### src/rtl/apb_timer_pkg.sv
// apb_timer_pkg: register offsets, CTRL layout, APB FSM states and byte-strobe helper.
package apb_timer_pkg;

    localparam logic [4:0] OFFS_MTIME_LO    = 5'h00;
    localparam logic [4:0] OFFS_MTIME_HI    = 5'h04;
    localparam logic [4:0] OFFS_MTIMECMP_LO = 5'h08;
    localparam logic [4:0] OFFS_MTIMECMP_HI = 5'h0C;
    localparam logic [4:0] OFFS_CTRL        = 5'h10;
    localparam logic [4:0] OFFS_STATUS      = 5'h14;

    localparam int unsigned PRESC_W = 8;

    typedef struct packed {
        logic [PRESC_W-1:0] presc;
        logic               en;
    } ctrl_t;

    typedef enum logic [1:0] {
        IDLE   = 2'd0,
        SETUP  = 2'd1,
        ACCESS = 2'd2
    } apb_state_e;

    // Merge new_val into old_val for every byte lane whose strobe is set.
    function automatic logic [31:0] apply_strb(input logic [31:0] old_val,
                                               input logic [31:0] new_val,
                                               input logic [3:0]  strb);
        logic [31:0] res;
        res = old_val;
        for (int unsigned i = 0; i < 4; i++) begin
            if (strb[i]) begin
                res[i*8 +: 8] = new_val[i*8 +: 8];
            end
        end
        return res;
    endfunction

endpackage

### src/rtl/apb_if.sv
// APB: register-access bus as delivered by the OBI-to-APB bridge.
interface APB #(
    parameter int unsigned ADDR_W = 32
);
    logic              psel;
    logic              penable;
    logic              pwrite;
    logic [ADDR_W-1:0] paddr;
    logic [31:0]       pwdata;
    logic [3:0]        pstrb;
    logic [2:0]        pprot;
    logic [31:0]       prdata;
    logic              pready;
    logic              pslverr;

    modport Master (
        output psel, penable, pwrite, paddr, pwdata, pstrb, pprot,
        input  prdata, pready, pslverr
    );

    modport Slave (
        input  psel, penable, pwrite, paddr, pwdata, pstrb, pprot,
        output prdata, pready, pslverr
    );
endinterface

### src/rtl/apb_timer_prescaler.sv
// apb_timer_prescaler: emits one tick every presc_i+1 enabled cycles.
module apb_timer_prescaler
    import apb_timer_pkg::*;
(
    input  logic               clk_i,
    input  logic               rst_ni,
    input  logic               en_i,
    input  logic [PRESC_W-1:0] presc_i,
    input  logic               clr_i,
    output logic               tick_o
);

    logic [PRESC_W-1:0] cnt_q;

    assign tick_o = en_i && (cnt_q == presc_i);

    // Count enabled cycles, wrapping to 0 on each tick or on a clear.
    always_ff @(posedge clk_i or negedge rst_ni) begin
        if (!rst_ni) begin
            cnt_q <= '0;
        end else if (clr_i || tick_o) begin
            cnt_q <= '0;
        end else if (en_i) begin
            cnt_q <= cnt_q + 1'b1;
        end
    end

endmodule

### src/rtl/apb_timer.sv
// apb_timer: APB-mapped 64-bit machine timer (MTIME/MTIMECMP) with registered interrupt.
// Define APB_TIMER_PRESCALER_EN to divide the tick rate by CTRL.PRESC+1.
module apb_timer
    import apb_timer_pkg::*;
#(
    parameter int unsigned ADDR_W  = 32,
    parameter logic [63:0] RST_CMP = 64'hFFFF_FFFF_FFFF_FFFF
) (
    input  logic clk_i,
    input  logic rst_ni,
    APB.Slave    apb_i,
    output logic timer_irq_o
);

    // state_q holds the bus phase of the previous cycle; state is the phase of
    // the current cycle, so a transfer completes in setup + access with no wait.
    apb_state_e        state_q, state;
    logic [ADDR_W-1:0] paddr;
    logic [4:0]        offs;
    logic              access, err, wr_en, rd_en;
    logic [31:0]       rdata;
    logic [63:0]       mtime_q, mtimecmp_q;
    logic [31:0]       shadow_q;
    ctrl_t             ctrl_q;
    logic              irq_q;
    logic              tick;

    assign paddr = apb_i.paddr;
    assign offs  = paddr[4:0];

    // Current bus phase from the previous phase and the bus controls.
    always_comb begin
        state = IDLE;
        case (state_q)
            IDLE:    if (apb_i.psel && !apb_i.penable) state = SETUP;
            SETUP:   state = ACCESS;
            ACCESS:  if (apb_i.psel && !apb_i.penable) state = SETUP;
            default: state = IDLE;
        endcase
    end

    // Phase register.
    always_ff @(posedge clk_i or negedge rst_ni) begin
        if (!rst_ni) begin
            state_q <= IDLE;
        end else begin
            state_q <= state;
        end
    end

    assign access = (state == ACCESS);
    assign err    = (offs[1:0] != 2'b00) || (offs > OFFS_STATUS) ||
                    (apb_i.pwrite && (offs == OFFS_STATUS));
    assign wr_en  = access && apb_i.pwrite && !err;
    assign rd_en  = access && !apb_i.pwrite && !err;

    assign apb_i.pready  = access;
    assign apb_i.pslverr = access && err;
    assign apb_i.prdata  = rd_en ? rdata : '0;

    // Read-data multiplexer.
    always_comb begin
        rdata = '0;
        case (offs)
            OFFS_MTIME_LO:    rdata = mtime_q[31:0];
            OFFS_MTIME_HI:    rdata = shadow_q;
            OFFS_MTIMECMP_LO: rdata = mtimecmp_q[31:0];
            OFFS_MTIMECMP_HI: rdata = mtimecmp_q[63:32];
            OFFS_CTRL:        rdata = {16'h0000, ctrl_q.presc, 7'h00, ctrl_q.en};
            OFFS_STATUS:      rdata = {31'h0, irq_q};
            default:          rdata = '0;
        endcase
    end

`ifdef APB_TIMER_PRESCALER_EN
    logic ctrl_wr;
    assign ctrl_wr = wr_en && (offs == OFFS_CTRL);

    apb_timer_prescaler u_prescaler (
        .clk_i   (clk_i),
        .rst_ni  (rst_ni),
        .en_i    (ctrl_q.en),
        .presc_i (ctrl_q.presc),
        .clr_i   (ctrl_wr),
        .tick_o  (tick)
    );
`else
    assign tick = ctrl_q.en;
`endif

    // MTIME counter: a bus write to either half wins over that cycle's tick.
    always_ff @(posedge clk_i or negedge rst_ni) begin
        if (!rst_ni) begin
            mtime_q <= '0;
        end else if (wr_en && (offs == OFFS_MTIME_LO)) begin
            mtime_q[31:0] <= apply_strb(mtime_q[31:0], apb_i.pwdata, apb_i.pstrb);
        end else if (wr_en && (offs == OFFS_MTIME_HI)) begin
            mtime_q[63:32] <= apply_strb(mtime_q[63:32], apb_i.pwdata, apb_i.pstrb);
        end else if (tick) begin
            mtime_q <= mtime_q + 64'd1;
        end
    end

    // Shadow of MTIME[63:32], captured by a MTIME_LO read for atomic LO-then-HI reads.
    always_ff @(posedge clk_i or negedge rst_ni) begin
        if (!rst_ni) begin
            shadow_q <= '0;
        end else if (rd_en && (offs == OFFS_MTIME_LO)) begin
            shadow_q <= mtime_q[63:32];
        end
    end

    // MTIMECMP and CTRL register writes.
    always_ff @(posedge clk_i or negedge rst_ni) begin
        if (!rst_ni) begin
            mtimecmp_q <= RST_CMP;
            ctrl_q     <= '0;
        end else if (wr_en) begin
            if (offs == OFFS_MTIMECMP_LO) begin
                mtimecmp_q[31:0] <= apply_strb(mtimecmp_q[31:0], apb_i.pwdata, apb_i.pstrb);
            end
            if (offs == OFFS_MTIMECMP_HI) begin
                mtimecmp_q[63:32] <= apply_strb(mtimecmp_q[63:32], apb_i.pwdata, apb_i.pstrb);
            end
            if (offs == OFFS_CTRL) begin
                if (apb_i.pstrb[0]) ctrl_q.en <= apb_i.pwdata[0];
`ifdef APB_TIMER_PRESCALER_EN
                if (apb_i.pstrb[1]) ctrl_q.presc <= apb_i.pwdata[15:8];
`endif
            end
        end
    end

    // Registered compare: interrupt level follows MTIME >= MTIMECMP one cycle later.
    always_ff @(posedge clk_i or negedge rst_ni) begin
        if (!rst_ni) begin
            irq_q <= 1'b0;
        end else begin
            irq_q <= (mtime_q >= mtimecmp_q);
        end
    end

    assign timer_irq_o = irq_q;

endmodule

### src/flat_wrapper.sv
// flat-port wrapper written by rule: the top's interface ports become plain ports
module apb_timer_flat import apb_timer_pkg::*;
#(
    parameter int unsigned ADDR_W  = 32,
    parameter logic [63:0] RST_CMP = 64'hFFFF_FFFF_FFFF_FFFF
)
  (clk_i, rst_ni, timer_irq_o, apb_i_psel, apb_i_penable, apb_i_pwrite, apb_i_paddr, apb_i_pwdata, apb_i_pstrb, apb_i_pprot, apb_i_prdata, apb_i_pready, apb_i_pslverr);
  APB #(.ADDR_W(ADDR_W)) apb_i_i ();
  input  logic clk_i;
  input  logic rst_ni;
  output logic timer_irq_o;
  input wire logic [$bits(apb_i_i.psel)-1:0] apb_i_psel;
  input wire logic [$bits(apb_i_i.penable)-1:0] apb_i_penable;
  input wire logic [$bits(apb_i_i.pwrite)-1:0] apb_i_pwrite;
  input wire logic [$bits(apb_i_i.paddr)-1:0] apb_i_paddr;
  input wire logic [$bits(apb_i_i.pwdata)-1:0] apb_i_pwdata;
  input wire logic [$bits(apb_i_i.pstrb)-1:0] apb_i_pstrb;
  input wire logic [$bits(apb_i_i.pprot)-1:0] apb_i_pprot;
  output wire logic [$bits(apb_i_i.prdata)-1:0] apb_i_prdata;
  output wire logic [$bits(apb_i_i.pready)-1:0] apb_i_pready;
  output wire logic [$bits(apb_i_i.pslverr)-1:0] apb_i_pslverr;
  assign apb_i_i.psel = apb_i_psel;
  assign apb_i_i.penable = apb_i_penable;
  assign apb_i_i.pwrite = apb_i_pwrite;
  assign apb_i_i.paddr = apb_i_paddr;
  assign apb_i_i.pwdata = apb_i_pwdata;
  assign apb_i_i.pstrb = apb_i_pstrb;
  assign apb_i_i.pprot = apb_i_pprot;
  assign apb_i_prdata = apb_i_i.prdata;
  assign apb_i_pready = apb_i_i.pready;
  assign apb_i_pslverr = apb_i_i.pslverr;
  apb_timer #(.ADDR_W(ADDR_W), .RST_CMP(RST_CMP)) u_core (.clk_i(clk_i), .rst_ni(rst_ni), .apb_i(apb_i_i), .timer_irq_o(timer_irq_o));
endmodule
### config.mk
export PLATFORM = sky130hd
export DESIGN_NAME = apb_timer_flat
export DESIGN_NICKNAME = d
export VERILOG_FILES = /design/src/rtl/apb_timer_pkg.sv /design/src/rtl/apb_if.sv /design/src/rtl/apb_timer_prescaler.sv /design/src/rtl/apb_timer.sv /design/src/flat_wrapper.sv
export SDC_FILE = /design/constraint.sdc
export NUM_CORES = 1
export LEC_CHECK = 0
export BUFFER_PORTS_ARGS = -buffer_cell sky130_fd_sc_hd__buf_2
export CORE_ASPECT_RATIO = 1.5
export CORE_MARGIN = 2
export CORE_UTILIZATION = 65
export DETAILED_ROUTE_END_ITERATION = 7
export PLACE_DENSITY = 0.87
export SKIP_CTS_REPAIR_TIMING = 1
export SYNTH_ARGS = -nofsm -noshare
export SYNTH_HDL_FRONTEND = slang
export SYNTH_SLANG_ARGS = --single-unit
### constraint.sdc
create_clock -name clk_i -period 4.1 [get_ports clk_i]
set_input_delay 0.205 -clock clk_i [delete_from_list [all_inputs] [get_ports clk_i]]
set_output_delay 0.205 -clock clk_i [all_outputs]
set_load 0.1 [all_outputs]
==> results.txt, run 1 <==
* Run status: completed
- The clock passes through at most 2 buffers.
- Wire length of the first global-routing pass: 48.2 mm
- CTS Buf Count: 17
- The count of final max-slew check failures came to 0.
- At the pin with the least slew margin, the transition time is 1.17 ns.
* Yosys synthesis warning count: 8
* Port Buffers: 80
- Worst rel slew slack: 0.215
- Sequential area share after synthesis: 0.390
* Ordered cell list for the critical path: or4b_1 -> nor2_1 -> nand2_2 -> and2_1 -> o2bb2ai_1 -> a22oi_1
* Number of I/O pins: 111
* Vias: 9364
* Synthesized netlist net count: 1217
- In the synthesized netlist the async set-or-reset flop fraction comes to 1.00.
- Y dimension of the die: 161 um
* Post-place instance area: 11300 um2
- A synthesized cell averages 9.97 um2.
- Final setup vio count: 0
- Remaining global-route overflow: 0
- Clock tree synthesis selected as its root buffer the cell clkbuf_16.
* Hold/Removal Path Class: in -> reg
* Seq. cell area: 4180 um2
- In the final timing run, aggregate negative setup slack is 0 ns.
* Count of nets after finishing: 1279
- On the final layout, the worst clock skew is 0.00875 ns.
- Entering global routing, the biggest net connects 88 pins.
- CTS Sinks: 164
- Time the worst path needs with I/O delays and setup: 3.09 ns
- In this run, the number of DRC markers left after iteration 0 of detailed routing was 951.
- Largest vdd supply drop: 0.246 mV
- Routability-driven placement finished with a final weighted congestion of 0.952.
* Number of filler cells placed in the layout: 1104
* Largest fanout on the critical path: 59
- Count of unique library cells instantiated by Yosys: 69
- Summing all multi-input logic gate instances after layout gives 6020 um2.
- For this block, the routed nets add up to 30.4 mm of wire.
- Hpwl dp: 21.0 mm
* Delay of the slowest cell on the worst path: 0.73 ns
- Die Span X: 109 um
* Number of synthesized register bits: 164
* Startpoint kind of the worst setup timing path: register
* Number of enable flip-flop cells after synthesis: 0
* Launch point of the worst path: u_core.state_q[1]
- Power per Cell Area: 321 nW/um2
- Arrival time reported for the critical path endpoint: 3.44 ns
- The total area inside the core boundary comes to 16200 um2.
- Synthesis handed over a netlist of 1076 instances.
- Counting tap cells, the placed design contains a total of 1323 instances.
- Count of max-cap constraint violations: 0
- At the worst endpoint, the required time is 4.45 ns.
- CTS tree: built
* Worst Hold Slack: 0.0121 ns
- The floorplan has 57 rows.
- Worst-skew pair later-pin latency: 0.44 ns
- The analysis attributes to cell leakage a power of 5.21 nW.
* Setup slack after placement: 1.15 ns
- DRC errors left: 0
- H-tree depth: 4
- Initial core utilization: 0.663
* Crit path kind: reg -> reg
- Clock-pin slew was measured on the worst setup and hold paths at 0.06 ns.
* Source of the worst register-to-register timing path: u_core.state_q[1]
* Unrepaired setup endpoints after global routing: false
* Combined global-route utilization of all metal layers: 0.362
- Vias in the first global route: 9356
- Commonest cells after routing, fill and taps aside: a21oi_1, dfrtp_1, mux2_2
- In the finished design, the share of the clock period the worst path needs comes to 0.753.
- Using the TritonRoute via totals, the vias-per-cell ratio works out to 6.90.
* Max frequency: 0.324 GHz
- P&R area growth vs syn: 10.8%
- The floorplan step defined a die boundary enclosing 17600 um2.
- Count of cells along the worst hold path: 2
* Capturing instance or port of the critical path: u_core.mtime_q[8]
* Antenna diodes: 0
- DRT antenna net count: 0
- In this run the critical register-to-register path is captured at u_core.mtime_q[8].
- Ratio of cells with drive above 1 in the final layout: 0.289
* Detailed Routing Iterations Pass 1: 5
- After detailed routing, the average wire length per cell comes to 22.4 um.
- The number of cells on the worst reg-to-reg path is 6.
* Worst path slowest cell: or4b_1
- The synthesized netlist occupies a cell area of 10700 um2.
- Number of standard cells in the layout, taps in and fillers out: 1357
- Summed area of non-filler cells in the final layout: 11900 um2
* Critical Path Sink Type: register
- Total Power: 3.82 mW
- Total count of hold-check failures in the final report: 0
- Among all flip-flop cells after synthesis, the most frequent one is dfrtp_1.
- Initial antenna violation count: 0
- Measured on the finished design, the core utilization comes to 0.735.
- The worst register-to-register path has a setup slack of 1.01 ns.
* Final worst slack: 1.01 ns
- Most common library cell in the layout ignoring fill and taps: a21oi_1
[cells in the mapped netlist, drive strengths merged (8+ instances only)]
library cell | count | share of area
a21oi | 106 | 0.052
dfrtp | 100 | 0.23
nand2 | 92 | 0.034
mux2 | 90 | 0.094
inv | 74 | 0.026
ha | 65 | 0.076
dfstp | 64 | 0.16
nor2 | 58 | 0.020
o21ai | 48 | 0.022
nand3 | 44 | 0.021
nor2b | 32 | 0.019
mux4 | 31 | 0.065
buf | 27 | 0.015
nand4 | 26 | 0.015
clkbuf | 25 | 0.0087
o22ai | 19 | 0.011
and3 | 18 | 0.010
o22a | 15 | 0.012
a31oi | 13 | 0.0076
nor4 | 12 | 0.013
nor3 | 10 | 0.0057
or3 | 9 | 0.0062
a211oi | 8 | 0.0061
and4 | 8 | 0.0065
o21a | 8 | 0.0056
[power by group]
part           total [mW]  switching, mW  leakage, nW  internal, mW
combinational       0.404          0.252         2.89         0.152
clock                1.68          0.657        0.292          1.02
sequential           1.74         0.0615         2.02          1.68
[worst max-delay path, delay by kind of cell (launching register included)]
family           cells  cell delay (ns)
AND/OR/NAND/NOR      4             2.19
AO/OA/AOI/OAI        2             0.38
flip-flops           1             0.39
[worst min-delay path by stage]
stage | start | end | slack, ns
2_1_floorplan | rst_ni | u_core.mtime_q[0] | -0.09
3_3_place_gp | rst_ni | u_core.shadow_q[17] | 0.32
3_5_place_dp | rst_ni | u_core.shadow_q[18] | 0.32
4_1_cts | rst_ni | u_core.shadow_q[17] | -0.14
5_1_grt | apb_i_psel | u_core.state_q[0] | 0.02
6_report | apb_i_psel | u_core.state_q[0] | 0.01
[registers in the layout (all words and copies together), names as in the netlist]
| signal | flops |
|---|---|
| u_core.mtime_q | 64 |
| u_core.state_q | 2 |
| u_core.shadow_q | 32 |
| u_core.timer_irq_o | 1 |
| u_core.mtimecmp_q | 64 |
| u_core.tick | 1 |
[cell families (layout without fill, tap and decap cells)]
kind of cell | after synthesis | count (layout) | synth area share
buf+inv | 126 | 201 | 0.0494
compound gates | 266 | 266 | 0.156
flops | 164 | 164 | 0.390
fa+ha+maj | 65 | 65 | 0.0758
simple gates | 329 | 329 | 0.165
mux | 126 | 126 | 0.164
[area by class of cell]
cell class	instances	share of cell area
Inverter	74	0.0234
Timing Repair Buffer	95	0.0451
Multi-Input combinational cell	786	0.506
Tap cell	206	0.0217
Sequential cell	164	0.352
Clock buffer	24	0.0413
Clock inverter	8	0.0103
[per-layer routing]
metal	global-route usage	wire, um
met3	0.0694	2280
met4	0.240	2150
met1	0.421	10600
met2	0.597	15400
met5	0	0
(Power assumes the default switching activity.)
==> inputs of run 2 (changes only) <==
--- a/config.mk
+++ b/config.mk
@@ -8,9 +8,9 @@
 export BUFFER_PORTS_ARGS = -buffer_cell sky130_fd_sc_hd__buf_2
 export CORE_ASPECT_RATIO = 1.5
 export CORE_MARGIN = 2
-export CORE_UTILIZATION = 65
+export CORE_UTILIZATION = 54
 export DETAILED_ROUTE_END_ITERATION = 7
-export PLACE_DENSITY = 0.87
+export PLACE_DENSITY = 0.77
 export SKIP_CTS_REPAIR_TIMING = 1
 export SYNTH_ARGS = -nofsm -noshare
 export SYNTH_HDL_FRONTEND = slang
==> constraint.sdc (replaced) <==
create_clock -name clk_i -period 2.7 [get_ports clk_i]
set_input_delay 0.135 -clock clk_i [delete_from_list [all_inputs] [get_ports clk_i]]
set_output_delay 0.135 -clock clk_i [all_outputs]
set_load 0.1 [all_outputs]
==> run 2 against run 1 <==
- the run now ends with DRC, hold timing left
- power rose by 50%
- sequential power rose by 51%
- design area rose by 8.4%
- wire length rose by 3.7%
- critical endpoint is now apb_i_prdata[28]
- largest cell class unchanged
- largest power group unchanged
==> results.txt, run 2 (synthesized netlist as in run 1, its figures left out) <==
- Run status: finished with violations (was completed)
* Failing checks: DRC, hold timing
- Placer's final routability congestion estimate: 0.980 (was 0.952)
* Clock Root Buffer: clkbuf_16 (unchanged)
* Crit path buf inv count: 2 (was 0)
* Maximum clock path buffer count: 2 (unchanged)
- The number of antenna-violating nets in the routed design was 0 (unchanged).
- Vias: 9443 (was 9364)
* Total count of hold-check failures in the final report: 3 (was 0)
- The net count of the finished layout was 1322 (was 1279).
* Summed area of non-filler cells in the final layout: 12900 um2 (was 11900 um2)
- The kind of end point of the critical path is a primary output (was register).
- The post-route DRC violation count is 2 (was 0).
- The clock input transition at the sequential cells of the worst setup and hold paths was 0.06 ns (about the same).
- The number of iterations in the first detailed-routing pass was 8 (was 5).
- The vertical die dimension came to 177 um (was 161 um).
- The clock insertion delay at the later pin of the skew report is 0.44 ns (about the same).
- Final Max Slew Viols: 0 (unchanged)
- Dividing the final minimum period by the clock period gives 0.974.
- Worst endpoint required time: 2.57 ns (was 4.45 ns)
* Largest net degree at the start of global routing: 70 (was 88)
- Crit path kind: reg -> out (was reg -> reg)
- The count of input and output buffers came to 80 (unchanged).
* Hold/Removal Path Class: in -> reg (unchanged)
* Post-place instance area: 12100 um2 (was 11300 um2)
- Most common library cell in the layout ignoring fill and taps: a21oi_1 (unchanged)
- Die Span X: 119 um (was 109 um)
* Total Wirelength: 31.5 mm (was 30.4 mm)
* Total Power: 5.72 mW (was 3.82 mW)
- Vias in the first global route: 9664 (was 9356)
- Hpwl dp: 22.3 mm (was 21.0 mm)
- Source of the worst register-to-register timing path: u_core.mtime_q[24] (was u_core.state_q[1])
* Number of DRC markers in iteration 0: 852 (was 951)
* Detail-routed net length per standard cell: 21.7 um (was 22.4 um)
- Launch point of the worst path: u_core.state_q[1] (unchanged)
- Power per Cell Area: 444 nW/um2 (was 321 nW/um2)
- Remaining global-route overflow: 0 (unchanged)
- Unrepaired setup endpoints after global routing: false (unchanged).
- The layout-stage area growth over the synthesis result is 20.2% (was 10.8%).
- The startpoint class of the critical path is a register (unchanged).
- Static timing analysis puts the maximum clock frequency at 0.380 GHz.
* Largest vdd supply drop: 0.396 mV (was 0.246 mV)
* Largest fanout on the critical path: 31 (was 59)
* Final setup vio count: 0 (unchanged)
* Initial antenna violation count: 0 (unchanged)
- The area of the placeable core came to 19600 um2 (was 16200 um2).
- The cell family with the largest share of critical-path delay is simple AND/OR/NAND/NOR gates (unchanged).
- Static Leakage: 5.51 nW (was 5.21 nW)
- Commonest cells after routing, fill and taps aside: a21oi_1, dfrtp_1, mux2_2 (unchanged).
- The share of cells above drive strength 1 is 0.336 (was 0.289).
* CTS Buf Count: 17 (unchanged)
- Counting I/O delays and the setup requirement, the final critical path takes 2.63 ns.
* Count of max-cap constraint violations: 0 (unchanged)
- Ordered cell list for the critical path: or4b_4 -> or3_4 -> buf_6 -> nor2b_2 -> buf_12 (was or4b_1 -> nor2_1 -> nand2_2 -> and2_1 -> o2bb2ai_1 -> a22oi_1).
- Worst Hold Slack: -0.0294 ns (was 0.0121 ns)
* Setup slack after placement: 0.254 ns (was 1.15 ns)
- Arrival time reported for the critical path endpoint: 2.50 ns (was 3.44 ns)
- Number of I/O pins: 111 (unchanged)
* H-tree depth: 4 (unchanged)
- The cell row count was 63 (was 57).
* Final worst slack: 0.0697 ns (was 1.01 ns)
- The setup clock skew after layout is 0.00881 ns (was 0.00875 ns).
- Vias per cell: 6.49 (was 6.90)
- The worst-case headroom to the max-slew limit was 0.530 (was 0.215).
* CTS Sinks: 164 (unchanged)
- Wire length of the first global-routing pass: 50.0 mm (was 48.2 mm)
- Delay of the slowest cell on the worst path: 0.59 ns (was 0.73 ns)
- The full die area is 21000 um2 (was 17600 um2).
- Worst path slowest cell: or4b_4 (was or4b_1)
* CTS tree: built (unchanged)
* Combined global-route utilization of all metal layers: 0.306 (was 0.362)
* Pin slew with the least headroom to its limit: 0.705 ns (was 1.17 ns)
- Antenna diodes: 0 (unchanged)
- The beginning of the worst hold path is apb_i_pwdata[4] (was apb_i_psel).
- The effective utilization at floorplan was 0.547 (was 0.663).
* Largest registers in the final layout: u_core.mtime_q (64), u_core.mtimecmp_q (64), u_core.shadow_q (32) (unchanged)
-- run 2: changes by cell type in the layout (fill, tap and decap cells not counted), sizes merged --
cell,before,now
buf,93,128
dlygate4sd3,2,10
clkinv,2,5
bufinv,3,2
clkbuf,24,23
clkinvlp,3,2
-- run 2: layout make-up --
type | instances | area (um2)
clock buffers | 23 | 468
clock inverters | 9 | 104
fillers | 1518 | 6730
inverters | 74 | 278
multi-input cells | 786 | 6110
flip-flops and latches | 164 | 4180
well taps | 260 | 325
repair buffers | 138 | 1430
-- run 2: where the power goes --
part	switching [mW]	total [mW]	internal, mW	leakage (nW)
registers	0.0820	2.63	2.55	2.02
clock network	1.01	2.41	1.41	0.277
logic	0.403	0.678	0.274	3.22
-- run 2: routing by layer --
layer	GRT usage	vias up	share of wire	wire length [um]
met5	0	-	0	0
met4	0.178	0	0.056	1770
met2	0.543	461	0.52	16500
met1	0.346	4652	0.36	11500
met3	0.0503	130	0.057	1800
li1	-	4200	-	-
-- run 2: worst register-to-register path, stage by stage, from the launching register on --
cell and delay, ns:
dfrtp_1 0.48, nand4_1 0.21, or3_4 0.47, nor4_4 0.31, buf_4 0.29, nand2_1 0.17, o22ai_1 0.20, o2bb2a_1 0.25
-- run 2: final timing paths --
path / end / cells after the start / slack, ns
worst max-delay path: apb_i_prdata[28] / 5 / 0.07
max in group asynchronous: u_core.mtimecmp_q[6] / 3 / 1.67
worst max register to register: u_core.mtime_q[41] / 7 / 0.20
worst min-delay path: u_core.mtimecmp_q[4] / 3 / -0.03
min in group asynchronous: u_core.shadow_q[20] / 2 / 0.23
worst min register to register: u_core.shadow_q[28] / 1 / 0.49
-- run 2: through the flow --
step / hold WS [ns] / TNS [ns] / utilization / std cells
final: -0.0294 / 0 / 0.657 / 1454
after global routing: 0.00593 / 0 / 0.657 / 1454
after CTS: -0.335 / -2.80 / 0.648 / 1444
after detailed placement: 0.120 / 0 / 0.619 / 1412
after global placement: 0.116 / 0 / 0.619 / 1412
after floorplan: -0.161 / -12.43 / - / 1076
==> inputs of run 3 (changes only) <==
--- a/config.mk
+++ b/config.mk
@@ -8,10 +8,11 @@
 export BUFFER_PORTS_ARGS = -buffer_cell sky130_fd_sc_hd__buf_2
 export CORE_ASPECT_RATIO = 1.5
 export CORE_MARGIN = 2
-export CORE_UTILIZATION = 54
+export CORE_UTILIZATION = 55
 export DETAILED_ROUTE_END_ITERATION = 7
-export PLACE_DENSITY = 0.77
+export PLACE_DENSITY = 0.8
 export SKIP_CTS_REPAIR_TIMING = 1
 export SYNTH_ARGS = -nofsm -noshare
 export SYNTH_HDL_FRONTEND = slang
+export SYNTH_HIERARCHICAL = 1
 export SYNTH_SLANG_ARGS = --single-unit
==> run 3 against run 2 <==
- the flow finishes with violations (DRC, hold timing, setup timing)
- hold slack gained 0.0045 ns
- register-to-register slack lost 0.21 ns
- count of clock-buffer cells in the layout did not move
- worst setup slack got worse by 0.079 ns
- flip-flop and latch count unchanged
- sequential share of layout area fell by 0.65 points
- critical path type is now reg -> reg
- largest power group unchanged
==> results.txt, run 3 <==
* Run status: finished with violations (unchanged)
- Failing checks: DRC, hold timing, setup timing (was DRC, hold timing)
- The total wire length after detailed routing came to 35.0 mm (was 31.5 mm).
- Clock Root Buffer: clkbuf_16 (unchanged)
- Largest vdd supply drop: 0.418 mV (was 0.396 mV)
- Largest registers in the final layout: u_core/mtime_q (64), u_core/mtimecmp_q (64), u_core/shadow_q (32) (was u_core.mtime_q (64), u_core.mtimecmp_q (64), u_core.shadow_q (32)).
- CTS tree: built (unchanged)
* Most common library cell in the layout ignoring fill and taps: dfrtp_1 (was a21oi_1)
- The placement-stage worst setup slack was -0.00770 ns (was 0.254 ns).
- The share of cells above drive strength 1 came to 0.320 (was 0.336).
- Largest net degree at the start of global routing: 81 (was 70)
* Delay of the slowest cell on the worst path: 0.59 ns (about the same)
- The number of antenna violations at the first check in global routing came to 0 (unchanged).
- Number of logic stages on the critical path including buffering: 7 (was 5)
* Vias: 10300 (was 9443)
* Count of unique library cells instantiated by Yosys: 78 (was 69)
- Count of cells along the worst hold path: 3 (unchanged)
* Y dimension of the die: 177 um (about the same)
- Hpwl dp: 25.3 mm (was 22.3 mm)
- The startpoint class of the critical path was a register (unchanged).
- Adder and majority gate portion of the synthesized area: 0.0744 (was 0.0758)
- Synth top area cells: dfrtp_1, dfstp_2, mux2_2, ha_1, a21oi_1 (was dfrtp_1, dfstp_2, mux2_2, ha_1, mux4_2).
- Power per Cell Area: 399 nW/um2 (was 444 nW/um2)
- Final worst slack: -0.00918 ns (was 0.0697 ns)
- The summed instance area of the synthesized netlist came to 10900 um2 (was 10700 um2).
- Worst Hold Slack: -0.0249 ns (was -0.0294 ns)
- Detailed Routing Iterations Pass 1: 8 (unchanged)
- Cell occurring most often along the worst timing path: or4_4
- The achievable clock frequency came to 0.369 GHz (was 0.380 GHz).
* Port Buffers: 80 (unchanged)
* Arrival time reported for the critical path endpoint: 3.08 ns (was 2.50 ns)
- Family with the most delay on the worst path: simple AND/OR/NAND/NOR gates (unchanged)
* Remaining global-route overflow: 0 (unchanged)
- Combined global-route utilization of all metal layers: 0.335 (was 0.306)
- Top-count cell post-synth: dfrtp_1 (was a21oi_1)
- The layout filler cell count came to 1502 (was 1518).
- Number of standard cells in the layout, taps in and fillers out: 1546 (was 1454)
- The number of hold violations in the final report is 1 (was 3).
- Crit path kind: reg -> reg (was reg -> out)
* Worst path slowest cell: or4_4 (was or4b_4)
* Maximum clock path buffer count: 2 (unchanged)
* Crit path buf inv count: 1 (was 2)
- CTS Buf Count: 17 (unchanged)
- Post-route fraction of the period consumed by the critical path: 1.00 (was 0.974)
* Dominant combinational cell family by area after synthesis: simple AND/OR/NAND/NOR gates (unchanged)
* DRT antenna net count: 0 (unchanged)
- The minimum clock period after layout is 2.71 ns (was 2.63 ns).
- The clock group share of total power is 0.455 (was 0.421).
* Most used standard cells in the synthesized netlist: dfrtp_1, nor2_1, mux2_2 (was a21oi_1, dfrtp_1, mux2_2)
- Multiplexer fraction of the synthesized cell area: 0.116 (was 0.164)
- The post-route DRC violation count came to 18 (was 2).
- Compound-cell area share of the yosys netlist: 0.181 (was 0.156)
- The net count of the finished layout is 1414 (was 1322).
- The number of levels the H-tree was split into came to 4 (unchanged).
- The path class of the lowest-slack min-delay path was in -> reg (unchanged).
* Average size of a mapped cell: 9.45 um2 (was 9.97 um2)
* CTS Sinks: 164 (unchanged)
* Sequential area share after synthesis: 0.383 (was 0.390)
- # placed instances: 1498 (was 1412)
* Wire length of the first global-routing pass: 54.7 mm (was 50.0 mm)
- The worst-case headroom to the max-slew limit came to 0.405 (was 0.530).
- Total Power: 5.25 mW (was 5.72 mW)
* Worst-skew pair later-pin latency: 0.44 ns (about the same)
- The fraction of registers with async set/reset is 1.00 (unchanged).
- The total of max-cap violations came to 0 (unchanged).
* Vias in the first global route: 10200 (was 9664)
- Fraction of power consumed by combinational cells: 0.067 (was 0.118)
- The synthesized instance count is 1156 (was 1076).
- The count of flip-flops with a built-in enable after synthesis is 0 (unchanged).
- The area used by sequential logic in the layout came to 4180 um2 (unchanged).
* Antenna diodes: 0 (unchanged)
* Area occupied by multi-input gates: 6230 um2 (was 6110 um2)
* Final setup vio count: 1 (was 0)
- The maximum fanout count along the critical path was 3 (was 31).
* Cell taking the most area after synthesis: dfrtp_1 (unchanged)
- The first-iteration detailed-routing DRC count is 1043 (was 852).
- Ordered cell list for the critical path: inv_1 -> ha_1 -> nand4_1 -> or4_4 -> or3_4 -> or4_4 -> o21ai_1 (was or4b_4 -> or3_4 -> buf_6 -> nor2b_2 -> buf_12)
* Yosys synthesis warning count: 22 (was 8)
- Unrepaired setup endpoints after global routing: true (was false).
- Critical Path Sink Type: register (was primary output)
* Die area: 21000 um2 (about the same)
- The count of final max-slew check failures was 0 (unchanged).
- Fraction of synthesized cell area taken by the top area cell type: 0.229 (was 0.233)
- The area of the placeable core was 19600 um2 (unchanged).
* Switching part of the total power: 0.240 (was 0.261)
* Main synth FF type: dfrtp_1 (unchanged)
- The placer's final routability congestion estimate is 0.948 (was 0.980).
- The total net switching power was 1.26 mW (was 1.49 mW).
- Synthesized netlist net count: 1297 (was 1217)
* Die Span X: 119 um (about the same)
- P&R area growth vs syn: 20.5% (was 20.2%)
- Vias per cell: 6.68 (was 6.49)
- Synth Area in Simple Gates: 0.185 (was 0.165)
* Depth of the worst register-to-register path: 7 (unchanged)
- The effective utilization at floorplan was 0.557 (was 0.547).
- Worst endpoint required time: 3.07 ns (was 2.57 ns)
- The actual transition at the worst max-transition pin came to 0.893 ns (was 0.705 ns).
* Worst Skew: 0.0121 ns (was 0.00881 ns)
* Number of I/O pins: 111 (unchanged)
- Clock transition time at the flip-flop clock pins of the worst setup and hold paths: 0.06 ns (about the same)
* Standard-cell row count: 63 (unchanged)
* Cell internal pwr: 3.99 mW (was 4.23 mW)
* Static Leakage: 5.59 nW (was 5.51 nW)
- The parity-gate share of the synthesized area counting xor and xnor cells came to 0 (unchanged).
* Commonest cells after routing, fill and taps aside: dfrtp_1, mux2_2, a21oi_1 (was a21oi_1, dfrtp_1, mux2_2)
* Detail-routed net length per standard cell: 22.6 um (was 21.7 um)
* Number of synthesized register bits: 164 (unchanged)
* Seq pwr share: 0.479 (was 0.460)
[run 3: cell types whose count changed in the layout (fill, tap and decap cells not counted), sizes merged, moves of 11 or more]
cell    before  now
a222oi       0   31
buf        128  147
mux2        90  109
mux4        31    1
nand3       44   55
nand4       26   39
nor2        58   99
nor2b       32    2
nor3        10   30
o21ai       48   65
[run 3: area by class of cell]
class,count,area share
multi-input cells,854,0.473
flip-flops and latches,164,0.318
repair buffers,162,0.120
clock buffers,23,0.0348
well taps,260,0.0247
inverters,74,0.0211
clock inverters,9,0.00808
[run 3: final timing paths]
path,from,endpoint,slack (ns)
min,apb_i_pwdata[3],u_core/mtimecmp_q[3],-0.02
max reg2reg,u_core/mtimecmp_q[63],u_core/timer_irq_o,-0.009
max in group asynchronous,rst_ni,u_core/mtimecmp_q[11],1.49
min reg2reg,u_core/shadow_q[20],u_core/shadow_q[20],0.49
max,u_core/mtimecmp_q[63],u_core/timer_irq_o,-0.009
min in group asynchronous,rst_ni,u_core/mtime_q[62],0.34
[run 3: worst min-delay path, delay by kind of cell]
family / cells / cell delay [ns]
AO/OA/AOI/OAI: 1 / 0.08
buffers and inverters: 1 / 0.14
AND/OR/NAND/NOR: 1 / 0.06
[run 3: power by group through the flow]
stage	Combinational, mW	Clock (mW)	Sequential (mW)
3_5_place_dp	0.328	0	2.55
4_1_cts	0.329	2.42	2.51
2_1_floorplan	0.134	0	2.55
5_1_grt	0.381	2.52	2.51
6_report	0.350	2.39	2.51
3_3_place_gp	0.322	0	2.55
[run 3: metrics by stage]
step	util	cell area [um2]	TNS (ns)
final	0.670	13200	-0.00918
after CTS	0.660	13000	-0.0672
after global routing	0.670	13200	-0.0224
after detailed placement	0.631	12400	-0.00770
after floorplan	-	11000	0
after global placement	0.631	12400	0
[run 3: kinds of logic (layout without fill, tap and decap cells)]
| family | count (synthesis) | count (layout) |
|---|---|---|
| AOI/OAI and AO/OA | 294 | 294 |
| and+or+nand+nor | 383 | 383 |
| DFF | 164 | 164 |
| adders and majority gates | 65 | 65 |
| buffers and inverters | 138 | 268 |
| muxes | 112 | 112 |
[run 3: metal layers]
layer	vias to the layer above	wire, um	GRT usage
met3	144	2320	0.0475
li1	4579	-	-
met4	0	2310	0.231
met1	5036	12700	0.384
met2	570	17700	0.574
met5	-	0	0
